[src/rtl/timing_nco_mu_gen.sv]
// Receive-side timing NCO: modulo-1 decrementing phase accumulator that produces mu and the symbol strobe.
// Optional build macro TIMING_LOOP_PI_EN adds an integral path to the loop filter (proportional only otherwise).
module timing_nco_mu_gen #(
  parameter int NCO_WIDTH = 24,
  parameter int MU_WIDTH  = 10,
  parameter int MU_FRAC   = 9,
  parameter int ERR_WIDTH = 16,
  parameter int SPS_LOG2  = 1,
  parameter int KP_SHIFT  = 4,
  parameter int KI_SHIFT  = 10
) (
  input  logic                        clk,
  input  logic                        rst_n,
  input  logic                        sample_valid,
  input  logic signed [ERR_WIDTH-1:0] ted_err,
  input  logic                        ted_err_valid,
  input  logic        [NCO_WIDTH-1:0] w_nom,
  input  logic                        freeze,
  output logic        [MU_WIDTH-1:0]  mu,
  output logic                        strobe,
  output logic                        mu_valid,
  output logic        [NCO_WIDTH-1:0] w_out
);

  localparam int IW     = NCO_WIDTH + 2;
  localparam int ERR_SH = NCO_WIDTH - (ERR_WIDTH - 1);
  localparam int SHW    = NCO_WIDTH + SPS_LOG2;

  // Q1.15 error re-expressed as a Q0.NCO_WIDTH fraction in the wide signed domain
  function automatic logic signed [IW-1:0] scale_err(input logic signed [ERR_WIDTH-1:0] e);
    logic signed [IW-1:0] ext;
    ext = IW'(e);
    return ext <<< ERR_SH;
  endfunction

  function automatic logic [MU_WIDTH-1:0] eta_to_mu(input logic [NCO_WIDTH-1:0] e);
    logic [SHW-1:0] sh;
    sh = SHW'(e) << SPS_LOG2;
    if (sh[SHW-1:NCO_WIDTH] != '0) begin
      return {{(MU_WIDTH-MU_FRAC){1'b0}}, {MU_FRAC{1'b1}}};
    end else begin
      return {{(MU_WIDTH-MU_FRAC){1'b0}}, sh[NCO_WIDTH-1 -: MU_FRAC]};
    end
  endfunction

  function automatic logic [NCO_WIDTH-1:0] clamp_w(input logic signed [IW-1:0] s,
                                                   input logic [NCO_WIDTH-1:0] nom);
    logic signed [IW-1:0] nom_x;
    logic signed [IW-1:0] lo;
    logic signed [IW-1:0] hi;
    logic signed [IW-1:0] r;
    nom_x = $signed({2'b00, nom});
    lo    = nom_x - (nom_x >>> 2);
    hi    = nom_x + (nom_x >>> 2);
    if (s < lo) begin
      r = lo;
    end else if (s > hi) begin
      r = hi;
    end else begin
      r = s;
    end
    return r[NCO_WIDTH-1:0];
  endfunction

  logic [NCO_WIDTH-1:0]        eta_q, eta_d;
  logic [NCO_WIDTH-1:0]        w_q, w_d;
  logic signed [ERR_WIDTH-1:0] err_q, err_d;
  logic [MU_WIDTH-1:0]         mu_q, mu_d;
  logic                        strobe_q, strobe_d;
  logic                        mu_valid_q, mu_valid_d;
  logic [NCO_WIDTH-1:0]        diff_s;
  logic                        borrow_s;
  logic signed [IW-1:0]        v_s;
  logic signed [IW-1:0]        w_sum_s;

  assign {borrow_s, diff_s} = {1'b0, eta_q} - {1'b0, w_q};

`ifdef TIMING_LOOP_PI_EN
  localparam logic signed [IW-1:0] INTEG_MAX = IW'(1) <<< (NCO_WIDTH - 2);

  logic signed [IW-1:0] integ_q, integ_d;
  logic signed [IW-1:0] integ_sum_s;

  // Integrator accumulates the fresh error sample; bounded so the loop cannot wind up
  always_comb begin
    integ_sum_s = integ_q + (scale_err(ted_err) >>> KI_SHIFT);
    integ_d     = integ_q;
    if (ted_err_valid && !freeze) begin
      if (integ_sum_s > INTEG_MAX) begin
        integ_d = INTEG_MAX;
      end else if (integ_sum_s < -INTEG_MAX) begin
        integ_d = -INTEG_MAX;
      end else begin
        integ_d = integ_sum_s;
      end
    end else begin
      integ_d = integ_q;
    end
  end

  // Integrator state register
  always_ff @(posedge clk or negedge rst_n) begin
    if (!rst_n) begin
      integ_q <= '0;
    end else begin
      integ_q <= integ_d;
    end
  end

  assign v_s = (scale_err(err_q) >>> KP_SHIFT) + integ_q;
`else
  assign v_s = scale_err(err_q) >>> KP_SHIFT;
`endif

  assign w_sum_s = $signed({2'b00, w_nom}) + v_s;

  // NCO step, mu capture on underflow, loop-filter and control-word next state
  always_comb begin
    eta_d      = eta_q;
    mu_d       = mu_q;
    strobe_d   = 1'b0;
    mu_valid_d = mu_valid_q;
    err_d      = err_q;
    w_d        = w_q;
    if (sample_valid) begin
      eta_d = diff_s;
      if (borrow_s) begin
        strobe_d   = 1'b1;
        mu_d       = eta_to_mu(eta_q);
        mu_valid_d = 1'b1;
      end else begin
        strobe_d = 1'b0;
      end
    end else begin
      eta_d = eta_q;
    end
    if (ted_err_valid && !freeze) begin
      err_d = ted_err;
    end else begin
      err_d = err_q;
    end
    // the applied W follows err_q, so a new error reaches the NCO one cycle after capture
    if (freeze) begin
      w_d = w_nom;
    end else begin
      w_d = clamp_w(w_sum_s, w_nom);
    end
  end

  // Phase, control word, error and output registers
  always_ff @(posedge clk or negedge rst_n) begin
    if (!rst_n) begin
      eta_q      <= {NCO_WIDTH{1'b1}};
      w_q        <= '0;
      err_q      <= '0;
      mu_q       <= '0;
      strobe_q   <= 1'b0;
      mu_valid_q <= 1'b0;
    end else begin
      eta_q      <= eta_d;
      w_q        <= w_d;
      err_q      <= err_d;
      mu_q       <= mu_d;
      strobe_q   <= strobe_d;
      mu_valid_q <= mu_valid_d;
    end
  end

  assign mu       = mu_q;
  assign strobe   = strobe_q;
  assign mu_valid = mu_valid_q;
  assign w_out    = w_q;

endmodule

[config.mk]
export PLATFORM = sky130hd
export DESIGN_NAME = timing_nco_mu_gen
export DESIGN_NICKNAME = d
export VERILOG_FILES = /design/src/rtl/timing_nco_mu_gen.sv
export SDC_FILE = /design/constraint.sdc
export NUM_CORES = 1
export LEC_CHECK = 0
export CAP_MARGIN = 5
export CELL_PAD_IN_SITES_DETAIL_PLACEMENT = 1
export CELL_PAD_IN_SITES_GLOBAL_PLACEMENT = 2
export CORE_MARGIN = 2
export CORE_UTILIZATION = 33
export DETAILED_ROUTE_END_ITERATION = 16
export PLACE_DENSITY = 0.8
export SYNTH_ARGS = -nofsm -noshare
export SYNTH_HDL_FRONTEND = slang
export SYNTH_SLANG_ARGS = --single-unit
[constraint.sdc]
create_clock -name clk -period 4.4 [get_ports clk]
set_clock_uncertainty 0.2 [all_clocks]
set_input_delay 0.88 -clock clk [delete_from_list [all_inputs] [get_ports clk]]
set_output_delay 0.88 -clock clk [all_outputs]
set_load 0.02 [all_outputs]
==> reports/qor.yml <==
cp.arrival_ps: 5530
max-cap-violations: 0
yosysWarnings: 0
yosysUniqueCellTypes: 84
clkSinkCount: 75
most-common-layout-cells: "buf_4, ha_1, inv_1"
root_buffer: "clkbuf_16"
cts_hold_buffers: 0
grt_pass1_vias: 10300
viasPerCell: 5.51
gr-total-overflow: 0
grt_max_degree: 55
fp.dieW_um: 168
worst_r2r_path_depth: 21
yosysTopAreaCell: "ha_1"
cts_buffers: 9
slew_headroom_pct: 32.9
synth.avg_cell_area_um2: 8.55
outcome: "finished, violations left"
tightest_slew_ps: 1000
layout_setup_ws_ps: -1040
wl_um: 37900
vias: 9851
port_buffers: 79
netlist_area_um2: 8820
die_area_um2: 28100
drc_errors: 7
core-area_um2: 26100
violations: "design-rule violations, negative setup slack"
clock_path_buffers: 2
io_pins: 81
ys_seq_area_share_pct: 21.6
required_ps: 4490
period_needed_ps: 5440
crit_chain: "buf_12 > inv_12 > ha_4 > inv_2 > fa_2 > a211oi_2 > o21bai_1 > a31oi_2 > o21ai_2 > a311oi_2 > o41a_1 > nor2_1 > o21ai_1 > nand2_2 > ha_2 > buf_4 > nor2_1 > o211ai_1 > a22o_1 > or4_4 > buf_6 > a31oi_4 > buf_4 > o22a_1"
hold_class: "reg -> reg"
gp_congestion: 0.896
dr.pass1.iters: 12
diodes: 0
antenna_left: 0
rows: 59
hpwl_um: 26300
synth_seq_cells: 75
crit_type: "in -> reg"
final_nets: 1632
syn_nets: 1217
fin_crit_sh_pct: 124
insertion_delay_ps: 360
synthArstFlopShare_pct: 100
die_h_um: 168
crit_family: "compound AO/OA/AOI/OAI gates"
p_leak_uw: 0.00662
setup.worst_path.start_class: "primary input"
ys.flop_type: "dfrtp_1"
drt_iter0_markers: 675
cts_tree: "built"
slowest_stage: "or4_4"
fin_util_pct: 54.5
antenna_found_initial: 0
synthCells: 1032
synth_edf_count: 0
rsz0062_at_grt: "yes"
finalHoldViolCount: 0
grt_usage_pct: 24.9
setup_viol: 24
path_buf_inv: 6
power.density_nw_per_um2: 536
start_util_pct: 33.8
clk_pin_slew_ps: 70
crit_path_max_incr_delay_ps: 590
synth.top_cell.area_share_pct: 19.3
min_path_cells: 1
drive_above_1_share_pct: 44.2
yosys-top-cells-area: "ha_1, dfrtp_1, dfstp_2, xnor2_1, mux2_2"
final_common_cell: "buf_4"
areaGrowthSynthToFinish_pct: 61.5
hold_slack_ps: 282
end_kind: "register"
ir_drop_uv: 222
wl_per_cell_um: 21.2
crit_fanout: 6
path_depth: 24
grt_pass1_wl_um: 55300
slew_viol_final: 0
htreeDepth: 3
clock.fmax_mhz: 184
==> path summary, 6_finish.rpt <==
path	startpoint	end	slack [ps]
worst min register to register	eta_q[3]	eta_q[3]	280
worst max register to register	err_q[1]	w_out[5]	-630
max in group asynchronous	rst_n	eta_q[21]	2770
worst min-delay path	eta_q[3]	eta_q[3]	280
min in group asynchronous	rst_n	w_out[3]	400
worst max-delay path	w_nom[0]	w_out[1]	-1040
==> final cells by class <==
cell class / count / area (um2)
clock buffer: 9 / 225
timing repair buffer: 436 / 3600
sequential: 75 / 1910
fill: 2972 / 11900
clock inverter: 7 / 83.8
multi-input combinational: 818 / 7600
tap: 335 / 419
inverter: 107 / 417
==> kinds of logic after synthesis <==
| logic type | after synthesis | synth area share (%) |
|---|---|---|
| AO/OA/AOI/OAI | 290 | 22.9 |
| XOR/XNOR | 74 | 7.35 |
| adder cells (fa/ha/maj) | 140 | 20.2 |
| buffers and inverters | 139 | 6.35 |
| flip-flops | 75 | 21.6 |
| multiplexers | 62 | 7.54 |
| other | 1 | 0.0425 |
| AND/OR/NAND/NOR | 251 | 14.0 |
==> report_power, final <==
part	internal, uW	switching (uW)	total (uW)	leakage [uW]
Sequential	1050	201	1250	0.000831
Combinational	2740	2840	5580	0.00564
Clock	450	351	801	0.000149
==> what timing repair did <==
item / CTS / global route
pin swaps: 79 / 86
gates resized for setup: 195 / 116
setup buffers: 30 / 22
gates cloned: 1 / 0
setup endpoints to repair: 24 / 24
endpoints found under the hold margin: 0 / 0
==> Yosys cell counts, types with 6 or more instances <==
master / count
dfrtp_1: 51
buf_2: 6
dfstp_2: 24
or2_2: 8
o31ai_1: 10
nor4_1: 7
o221ai_1: 6
nand3_1: 18
nor3_1: 23
o21bai_1: 15
a21boi_0: 7
a221oi_1: 6
a31oi_1: 16
and3_1: 7
nor2_1: 95
xor2_1: 10
o21a_1: 9
nand4_1: 12
ha_1: 136
a211oi_1: 8
a211o_1: 6
mux2i_1: 26
a21o_1: 32
a21oi_1: 78
a221o_1: 6
inv_1: 103
nor2b_1: 10
xnor2_1: 64
clkbuf_1: 20
o21ai_0: 37
mux2_2: 36
nand2_1: 37
nand2b_1: 12
==> sequential cells by signal, summed over array words and instances (netlist names) <==
name and count:
eta_q 24, mu_valid 1, mu 9, strobe 1, err_q 16, w_out 24
==> worst register-to-register path: stages (launching register included) <==
cell and delay [ps]:
dfrtp_1 410, ha_4 260, a21oi_4 160, o22ai_2 120, o41ai_2 340, buf_4 200, o2bb2ai_4 150, buf_4 160
o21bai_1 60, a21oi_1 170, xnor2_1 200, ha_1 360, and4_1 220, nand3_2 80, or4_4 480, mux2i_2 200
a211o_1 130, a211o_1 180, nand2_4 140, buf_12 180, mux2i_4 180, a221o_1 320
==> metal layers <==
layer | global-route usage, % | vias to the layer above | wire [um]
li1 | - | 4559 | -
met2 | 45.0 | 299 | 19100
met4 | 6.77 | 0 | 1480
met3 | 3.76 | 104 | 1560
met5 | 0 | - | 0
met1 | 30.7 | 4889 | 15800
==> stage by stage <==
step | setup slack [ps] | setup TNS [ps] | instance area (um2) | cells | total power (uW)
6_report | -1040 | -23060 | 14300 | 1787 | 7640
5_1_grt | -1100 | -24900 | 14300 | 1787 | 8170
3_3_place_gp | -1900 | -42570 | 12300 | 1722 | 5750
2_1_floorplan | -692 | -14650 | 8990 | 1032 | 4210
3_5_place_dp | -1960 | -44210 | 12300 | 1722 | 5960
4_1_cts | -933 | -19940 | 13700 | 1769 | 7230
No activity file was read; power rests on OpenSTA's default activity.
